--- config.mk ---
export PLATFORM = sky130hd
export DESIGN_NAME = dual_line_monitor
export DESIGN_NICKNAME = d
export VERILOG_FILES = /design/src/rtl/dual_line_monitor_pkg.sv /design/src/rtl/dlm_delay_line.sv /design/src/rtl/dual_line_monitor.sv
export SDC_FILE = /design/constraint.sdc
export NUM_CORES = 1
export LEC_CHECK = 0
export CAP_MARGIN = 10
export CORE_MARGIN = 5
export CORE_UTILIZATION = 51
export CTS_CLUSTER_DIAMETER = 40
export DETAILED_ROUTE_END_ITERATION = 8
export GPL_TIMING_DRIVEN = 0
export PLACE_DENSITY = 0.78
export REMOVE_ABC_BUFFERS = 1
export SETUP_SLACK_MARGIN = 0.5
export SKIP_LAST_GASP = 1
export SLEW_MARGIN = 15
export SYNTH_ARGS = -nofsm -noshare
export SYNTH_HDL_FRONTEND = slang
export SYNTH_HIERARCHICAL = 1
export SYNTH_SLANG_ARGS = --single-unit
--- constraint.sdc ---
create_clock -name clk -period 2.05 [get_ports clk]
set_input_delay 0.41 -clock clk [delete_from_list [all_inputs] [get_ports clk]]
set_output_delay 0.41 -clock clk [all_outputs]
set_load 0.005 [all_outputs]
--- src/rtl/dual_line_monitor_pkg.sv ---
// Shared definitions for the dual-line monitor: FSM state encoding, the
// largest supported pipeline latency and a helper that swaps the two lines.
package dual_line_monitor_pkg;

  typedef enum logic [1:0] {
    ST_IDLE  = 2'd0,
    ST_FILL  = 2'd1,
    ST_CHECK = 2'd2,
    ST_DONE  = 2'd3
  } dlm_state_t;

  localparam int DLM_MAX_LATENCY = 7;

  // {a,b} -> {b,a}
  function automatic logic [1:0] dlm_swap(input logic [1:0] v);
    return {v[0], v[1]};
  endfunction

endpackage

--- src/rtl/dlm_delay_line.sv ---
// dlm_delay_line: 2-bit wide, LATENCY-deep shift register with synchronous
// active-low clear. With LATENCY = 0 the input passes straight through.
// Ports:
//   clk    rising-edge clock
//   rst_n  synchronous active-low clear of every stage
//   din    {a,b} sampled this cycle
//   dout   {a,b} as sampled LATENCY cycles ago
module dlm_delay_line #(
  parameter int LATENCY = 1
) (
  input  logic       clk,
  input  logic       rst_n,
  input  logic [1:0] din,
  output logic [1:0] dout
);

  generate
    if (LATENCY == 0) begin : g_pass
      logic unused_ok;
      assign unused_ok = clk ^ rst_n;
      assign dout      = din;
    end else begin : g_shift
      logic [1:0] stage [LATENCY];

      always_ff @(posedge clk) begin
        if (!rst_n) begin
          for (int i = 0; i < LATENCY; i++) stage[i] <= 2'b00;
        end else begin
          stage[0] <= din;
          for (int i = 1; i < LATENCY; i++) stage[i] <= stage[i-1];
        end
      end

      assign dout = stage[LATENCY-1];
    end
  endgenerate

endmodule

--- src/rtl/dual_line_monitor.sv ---
// dual_line_monitor: receive-side checker for two-wire register blocks.
// Predicts the DUT outputs from the stimulus through a LATENCY-deep delay
// line (optionally swapped), compares for WINDOW cycles after a start pulse
// and reports mismatch count and pass/fail.
// Optional build macro: DLM_TRACE_EN adds first-mismatch trace outputs.
// Ports:
//   clk, rst_n        clock, synchronous active-low reset
//   start             single-cycle pulse arming a run (ignored while busy)
//   a_i, b_i          stimulus lines as driven into the DUT
//   a_o, b_o          DUT outputs under check
//   busy              high in FILL and CHECK
//   done              high in DONE until next start or reset
//   pass              valid with done; 1 when err_cnt == 0
//   err_cnt           mismatching compare cycles, saturating
//   cyc_cnt           compare cycles of the current or last run
//   first_err_cyc/obs/exp  (DLM_TRACE_EN) cyc_cnt, {a_o,b_o}, expected at
//                     the first mismatch of the run; 0 if none
//
// state  | meaning
// IDLE   | no run since reset; delay line still tracks the inputs
// FILL   | waiting LATENCY cycles for the delay line to hold run data
// CHECK  | comparing {a_o,b_o} to the prediction, one compare per cycle
// DONE   | result held; start launches a new run
module dual_line_monitor
  import dual_line_monitor_pkg::*;
#(
  parameter int LATENCY = 1,
  parameter bit SWAP    = 1'b1,
  parameter int WINDOW  = 5,
  parameter int CNT_W   = 8
) (
  input  logic             clk,
  input  logic             rst_n,
  input  logic             start,
  input  logic             a_i,
  input  logic             b_i,
  input  logic             a_o,
  input  logic             b_o,
  output logic             busy,
  output logic             done,
  output logic             pass,
  output logic [CNT_W-1:0] err_cnt,
`ifdef DLM_TRACE_EN
  output logic [CNT_W-1:0] first_err_cyc,
  output logic [1:0]       first_err_obs,
  output logic [1:0]       first_err_exp,
`endif
  output logic [CNT_W-1:0] cyc_cnt
);

  localparam logic [2:0]       FILL_INIT = 3'(LATENCY);
  localparam logic [CNT_W-1:0] CNT_MAX   = '1;
  localparam logic [CNT_W-1:0] LAST_CYC  = CNT_W'(WINDOW - 1);

  dlm_state_t       state_q, state_d;
  logic [2:0]       fill_q, fill_d;
  logic [CNT_W-1:0] err_q, err_d;
  logic [CNT_W-1:0] cyc_q, cyc_d;
  logic [1:0]       exp_raw, exp_ab, obs_ab;
  logic             mismatch, run_start;

  dlm_delay_line #(.LATENCY(LATENCY)) u_delay (
    .clk  (clk),
    .rst_n(rst_n),
    .din  ({a_i, b_i}),
    .dout (exp_raw)
  );

  assign exp_ab    = SWAP ? dlm_swap(exp_raw) : exp_raw;
  assign obs_ab    = {a_o, b_o};
  assign mismatch  = (obs_ab != exp_ab);
  assign run_start = start && (state_q == ST_IDLE || state_q == ST_DONE);

  always_ff @(posedge clk) begin
    if (!rst_n) begin
      state_q <= ST_IDLE;
      fill_q  <= 3'd0;
      err_q   <= '0;
      cyc_q   <= '0;
    end else begin
      state_q <= state_d;
      fill_q  <= fill_d;
      err_q   <= err_d;
      cyc_q   <= cyc_d;
    end
  end

  always_comb begin
    state_d = state_q;
    fill_d  = fill_q;
    err_d   = err_q;
    cyc_d   = cyc_q;
    case (state_q)
      ST_IDLE, ST_DONE: begin
        if (start) begin
          err_d   = '0;
          cyc_d   = '0;
          fill_d  = FILL_INIT;
          state_d = (FILL_INIT == 3'd0) ? ST_CHECK : ST_FILL;
        end
      end
      ST_FILL: begin
        fill_d = fill_q - 3'd1;
        if (fill_q <= 3'd1) state_d = ST_CHECK;
      end
      ST_CHECK: begin
        if (mismatch && err_q != CNT_MAX) err_d = err_q + 1'b1;
        if (cyc_q != CNT_MAX) cyc_d = cyc_q + 1'b1;
        // Old count equal to WINDOW-1 means this is the WINDOW-th compare.
        if (cyc_q == LAST_CYC) state_d = ST_DONE;
      end
      default: state_d = ST_IDLE;
    endcase
  end

  assign busy    = (state_q == ST_FILL) || (state_q == ST_CHECK);
  assign done    = (state_q == ST_DONE);
  assign pass    = done && (err_q == '0);
  assign err_cnt = err_q;
  assign cyc_cnt = cyc_q;

`ifdef DLM_TRACE_EN
  logic [CNT_W-1:0] fe_cyc_q;
  logic [1:0]       fe_obs_q, fe_exp_q;

  // err_q still zero in CHECK identifies the first mismatch of the run.
  always_ff @(posedge clk) begin
    if (!rst_n || run_start) begin
      fe_cyc_q <= '0;
      fe_obs_q <= 2'b00;
      fe_exp_q <= 2'b00;
    end else if (state_q == ST_CHECK && mismatch && err_q == '0) begin
      fe_cyc_q <= cyc_q;
      fe_obs_q <= obs_ab;
      fe_exp_q <= exp_ab;
    end
  end

  assign first_err_cyc = fe_cyc_q;
  assign first_err_obs = fe_obs_q;
  assign first_err_exp = fe_exp_q;
`else
  logic unused_run_start;
  assign unused_run_start = run_start;
`endif

endmodule
==> results of run 1 <==
## stage by stage
stage	setup TNS (ns)	cells	worst slack (ns)	total power [mW]	area (um^2)
floorplan	0	153	0.232	1.06	1360
global placement	-0.254	209	-0.206	1.25	1650
detailed placement	-1.01	209	-0.291	1.28	1650
CTS	0	247	0.0912	2.00	2110
global route	0	251	0.0122	2.46	2260
finish	0	251	0.0359	2.36	2260
## worst min path at each step
stage | startpoint | endpoint | slack [ns] | depth (start not counted)
2_1_floorplan | fill_q[2] | fill_q[2] | 0.46 | 2
3_3_place_gp | fill_q[2] | fill_q[2] | 0.47 | 2
3_5_place_dp | fill_q[2] | fill_q[2] | 0.50 | 2
4_1_cts | cyc_cnt[1] | cyc_cnt[1] | 0.49 | 2
5_1_grt | cyc_cnt[1] | cyc_cnt[1] | 0.52 | 2
6_report | cyc_cnt[1] | cyc_cnt[1] | 0.50 | 2
## synthesized netlist by cell type (2+ instances only)
cell type	instances
o31ai_1	3
or3_1	3
nand2b_1	2
a21oi_1	11
or4_1	3
xor2_1	3
a211oi_1	2
o21ai_1	3
inv_1	13
and3_1	3
nor4_1	2
a41oi_1	2
nor2_1	8
o211ai_1	3
and2_1	2
nand4_1	4
nand2_1	13
a21boi_1	2
o21ai_0	4
dfxtp_1	23
ha_1	10
xnor2_1	4
nor2b_1	2
nand3_1	4
a31oi_1	2
## registers in the layout, indices dropped and copies added, names as in the netlist
register and flops:
fill_q 3, cyc_cnt 8, u_delay/g_shift.stage 2, err_cnt 8, state_q 2
## cell families (layout without fill, tap and decap cells)
family	Yosys count	after routing
and+or+nand+nor	51	51
xor gates and xnor gates	7	7
AOI/OAI and AO/OA	46	46
DFF	23	23
muxes	3	4
buffers and inverters	17	79
adders and majority gates	10	10
## where the power goes
group	internal [mW]	leakage [nW]	switching (mW)
clock	0.0768	0.0150	0.166
sequential	0.492	0.199	0.0583
combinational	0.812	0.707	0.751
## metal layers
layer | up-vias | GRT usage (%)
met5 | - | 0
li1 | 709 | -
met3 | 34 | 5.94
met4 | 0 | 13.3
met2 | 102 | 45.3
met1 | 794 | 25.8
## repair_timing
action,CTS,global route
cloned,1,0
pin swaps,17,16
buffers inserted,33,4
endpoints found under the setup margin,40,27
hold buffers,0,0
resized for setup,93,31
## worst max-delay path: cells and delay by family, from the launching register on
kind                   cells  cell delay, ns
buffers and inverters      1            0.16
and+or+nand+nor            2            0.73
DFF                        1            0.37
## cell type report
type	instances	area, um^2	area share, %
multi-input cells	118	1090	48.2
repair buffers	62	544	24.1
flip-flops and latches	23	508	22.5
inverters	13	53.8	2.38
well taps	31	38.8	1.72
clock buffers	4	26.3	1.16
==> summary.md, run 1 <==
| Metric | Value |
|---|---|
| Vias in the first global route | 1610 |
| DR WL/cell | 21.1 um |
| First-pass GRT wire length | 7950 um |
| Finished Core Util | 83.4% |
| Setup crit end kind | primary output |
| Slowest stage delay, CP | 0.56 ns |
| P per Cell Area | 1040 nW/um^2 |
| WL met1 | 1950 um |
| R2R Setup Slk | 0.10 ns |
| Warnings from Yosys | 6 |
| Max Slew Vio Count | 0 |
| Number of max-cap violations | 0 |
| Worst-margin pin slew | 0.450 ns |
| Sequential fraction of the synthesis area | 32.6% |
| I/O pin total | 26 |
| Starting Density | 52.1% |
| CP arrival | 1.60 ns |
| CTS Buf Count | 3 |
| Post-Synth XOR/XNOR Area | 4.34% |
| Hold WC Path Type | flip-flop to flip-flop |
| Max layer used | met4 |
| Core area | 2710 um^2 |
| Fmax | 0.497 GHz |
| WL met3 | 369 um |
| Area grow syn2layout | 60.0% |
| Via count | 1639 |
| Cell Area, Synth | 1410 um^2 |
| Largest fanout on the critical path | 2 |
| Final #Nets | 238 |
| Initial drt markers | 178 |
| Vias per Instance | 6.53 |
| Fin crit period | 2.01 ns |
| Status | finished clean |
| Die Wd | 62.6 um |
| Final ANT Viol Nets | 0 |
| Synth top area share | 32.6% |
| Fillers | 145 |
| Synth Area in Adders | 8.86% |
| Synth Instances | 157 |
| FF-to-FF End | err_cnt[2] |
| Fin Hold WS | 0.504 ns |
| Post-synthesis compound-gate area fraction | 24.5% |
| Simple-gate share of the synthesized area | 19.6% |
| Synthesis-stage register bit count | 23 |
| Largest net degree at the start of global routing | 13 |
| Ys async rst share | 0% |
| Share of cells above drive strength 1 | 47.3% |
| Met2 routed wirelength | 2710 um |
| Leakage | 0.920 nW |
| R2R depth | 10 |
| CP Cell Sequence | or4_4 -> nor4_4 -> buf_2 |
| Row Count | 19 |
| Initial antenna violation count | 0 |
| Post-DP HPWL | 2410 um |
| CTS Root Cell | clkbuf_4 |
| Antenna Cells | 0 |
| Clock skew | 0.00550 ns |
| Worst Setup SP | err_cnt[6] |
| Height of the die | 62.6 um |
| Die area | 3920 um^2 |
| Synth cell types | 51 |
| GRT overflow | 0 |
| FF-to-FF Start | state_q[0] |
| Clock slew at reported path FFs | 0.14 ns |
| Largest area contributor in the netlist | dfxtp_1 |
| RSZ-0062 raised after global routing | yes |
| H-tree depth | 1 |
| Final hold vios | 0 |
| Post-synth EDFFs | 0 |
| Clock buffer depth | 2 |
| End point of the critical path | pass |
| Worst setup path category | flip-flop to primary output |
| Count of input and output buffers | 25 |
| Slew HR | 69.9% |
| Clock Sinks | 23 |
| Main flop type after synthesis | dfxtp_1 |
| Total GRT Usage | 24.9% |
| Most frequent cells in the layout | buf_4 (24), dlygate4sd2_1 (14), buf_6 (13) |
| Mux cell area share after synthesis | 2.83% |
| Placer Congestion | 0.802 |
| Main combinational cell family by area after synthesis | compound AO/OA/AOI/OAI gates |
| CTS tree | done |
| Syn avg cell area | 9.00 um^2 |
| DRT Pass-1 Iters | 5 |
| CP required | 1.64 ns |
| Clock latency on the worst-skew pair | 0.34 ns |
| Max VDD drop | 1.27 mV |
| Detailed Route WL | 5290 um |
| Period utilization | 98.2% |
| Slowest library cell on the worst path | or4_4 |
| Ranking of synthesized cells by area | dfxtp_1 (33%), ha_1 (8.9%), a21oi_1 (3.9%), inv_1 (3.5%), nand2_1 (3.5%) |
| Crit path launch type | flip-flop |
| Most common cell after layout, fill and taps aside | buf_4 |
| Number of setup violations in the final report | 0 |
| DRC viols | 0 |
(Power assumes the default switching activity.)
==> inputs of run 2 (changes only) <==
--- a/config.mk
+++ b/config.mk
@@ -13,7 +13,7 @@
 export GPL_TIMING_DRIVEN = 0
 export PLACE_DENSITY = 0.78
 export REMOVE_ABC_BUFFERS = 1
-export SETUP_SLACK_MARGIN = 0.5
+export SETUP_SLACK_MARGIN = 0.2
 export SKIP_LAST_GASP = 1
 export SLEW_MARGIN = 15
 export SYNTH_ARGS = -nofsm -noshare
==> run 2 against run 1 <==
Clock power is 8.3% lower. Combinational power is 43% lower. Cell count is 14% lower. Count of clock-buffer cells in the layout stayed put. Via count is 21% lower. Largest power group unchanged. Sequential share of layout area is 4.3 points higher. Critical endpoint unchanged. Register-to-register slack better by 0.11 ns. First-iteration DRC count is 47% lower. Non-clock buffer count is 33 lower. Setup slack better by 0.033 ns. Hold slack better by 0.0057 ns. Highest routed layer unchanged.
==> summary.md, run 2 (synthesis gave the netlist of run 1 again) <==
| Metric | Value |
|---|---|
| Finished Core Util | 65.7% |
| Area grow syn2layout | 26.0% |
| Final hold vios | 0 |
| Hold WC Path Type | flip-flop to flip-flop |
| P per Cell Area | 933 nW/um^2 |
| DRT Pass-1 Iters | 4 |
| Pre-CTS WS | -0.291 ns |
| CTS Buf Count | 3 |
| RSZ-0062 raised after global routing | yes |
| Period utilization | 96.6% |
| Storage cell area | 477 um^2 |
| Via count | 1294 |
| CP arrival | 1.57 ns |
| Largest net degree at the start of global routing | 16 |
| Post-DP HPWL | 2410 um |
| Worst path depth | 3 |
| Slowest stage delay, CP | 0.55 ns |
| DR WL/cell | 16.2 um |
| Placed Area | 1650 um^2 |
| End point of the critical path | pass |
| Final instance area | 1780 um^2 |
| Final #Nets | 204 |
| CTS tree | done |
| Clock slew at reported path FFs | 0.13 ns |
| Largest fanout on the critical path | 2 |
| Placer Congestion | 0.802 |
| Max VDD drop | 0.917 mV |
| Die Wd | 62.6 um |
| Clock Sinks | 23 |
| Clock buffer depth | 2 |
| Vias in the first global route | 1234 |
| CP bufs+invs | 1 |
| Fin crit period | 1.98 ns |
| Fin Hold WS | 0.510 ns |
| R2R Setup Slk | 0.21 ns |
| Leakage | 0.634 nW |
| Core area | 2710 um^2 |
| Number of setup violations in the final report | 0 |
| Crit path launch type | flip-flop |
| CP Cell Sequence | or4_4 -> nor4_4 -> buf_2 |
| Hold-fix buffers, CTS | 0 |
| DRC viols | 0 |
| H-tree depth | 1 |
| Number of max-cap violations | 0 |
| Area of the multi-input gates | 905 um^2 |
| Max Slew Vio Count | 0 |
| Worst-margin pin slew | 0.493 ns |
| Clock latency on the worst-skew pair | 0.32 ns |
| Setup crit end kind | primary output |
| GRT overflow | 0 |
| Status | finished clean |
| Initial drt markers | 94 |
| FF-to-FF End | err_cnt[1] |
| First-pass GRT wire length | 5890 um |
| Final ANT Viol Nets | 0 |
| Fmax | 0.505 GHz |
| Height of the die | 62.6 um |
| I/O pin total | 26 |
| Die area | 3920 um^2 |
| CTS Root Cell | clkbuf_4 |
| Slowest library cell on the worst path | or4_4 |
| R2R depth | 5 |
| Worst setup path category | flip-flop to primary output |
| Detailed Route WL | 3520 um |
| Final WS setup | 0.0691 ns |
| Crit path max-delay family | simple AND/OR/NAND/NOR gates |
| Worst Setup SP | err_cnt[7] |
| Share of cells above drive strength 1 | 16.7% |
| Antenna Cells | 0 |
| CP required | 1.64 ns |
| Slew HR | 67.0% |
| Fillers | 251 |
| Clock skew | 0.00580 ns |
| FF-to-FF Start | err_cnt[0] |
| Most frequent cells in the layout | clkdlybuf4s50_1 (22), dfxtp_1 (14), nand2_1 (13) |
| Vias per Instance | 5.96 |
| Row Count | 19 |
| Most common cell after layout, fill and taps aside | clkdlybuf4s50_1 |
| Count of input and output buffers | 25 |
| Initial antenna violation count | 0 |
| Starting Density | 52.1% |
| Total GRT Usage | 18.2% |
run 2: final cells by class:
type / instances / area share [%]
repair buffers: 29 / 16.0
clock buffers: 4 / 1.48
well taps: 31 / 2.18
flip-flops and latches: 23 / 26.8
multi-input cells: 117 / 50.8
inverters: 13 / 2.74
run 2: power by group:
group          internal, mW  total [mW]  switching (mW)
sequential            0.501       0.548          0.0466
clock                0.0763       0.222           0.146
combinational         0.424       0.890           0.466
run 2: worst reg2reg max path, stage by stage, from the launching register on:
cell	delay [ns]
dfxtp_1	0.42
ha_1	0.23
nand3_1	0.20
o22ai_2	0.44
nor2_1	0.13
mux2_1	0.33
run 2: repair_timing:
action                                  CTS  global route
pin swaps                                 2             3
gates resized for setup                  20             8
gates cloned                              0             0
buffers inserted                          4             0
endpoints found under the setup margin   18            11
run 2: worst min-delay path by stage:
stage            endpoint  depth (start not counted)       start  slack [ns]
5_1_grt        state_q[0]                          2  state_q[0]        0.54
3_5_place_dp    fill_q[2]                          2   fill_q[2]        0.50
4_1_cts        state_q[0]                          2  state_q[0]        0.51
2_1_floorplan   fill_q[2]                          2   fill_q[2]        0.46
3_3_place_gp    fill_q[2]                          2   fill_q[2]        0.47
6_report       state_q[0]                          2  state_q[0]        0.51
run 2: routing by layer:
layer	GRT usage (%)	wire [um]
met1	21.7	1510
met2	31.2	1780
met3	4.50	171
met4	6.90	67
met5	0	0
run 2: through the flow:
stage	std cells	total power, mW	setup TNS [ns]
6_report	217	1.66	0
5_1_grt	217	1.78	0
4_1_cts	217	1.63	0
3_5_place_dp	209	1.28	-1.01
3_3_place_gp	209	1.25	-0.254
2_1_floorplan	153	1.06	0
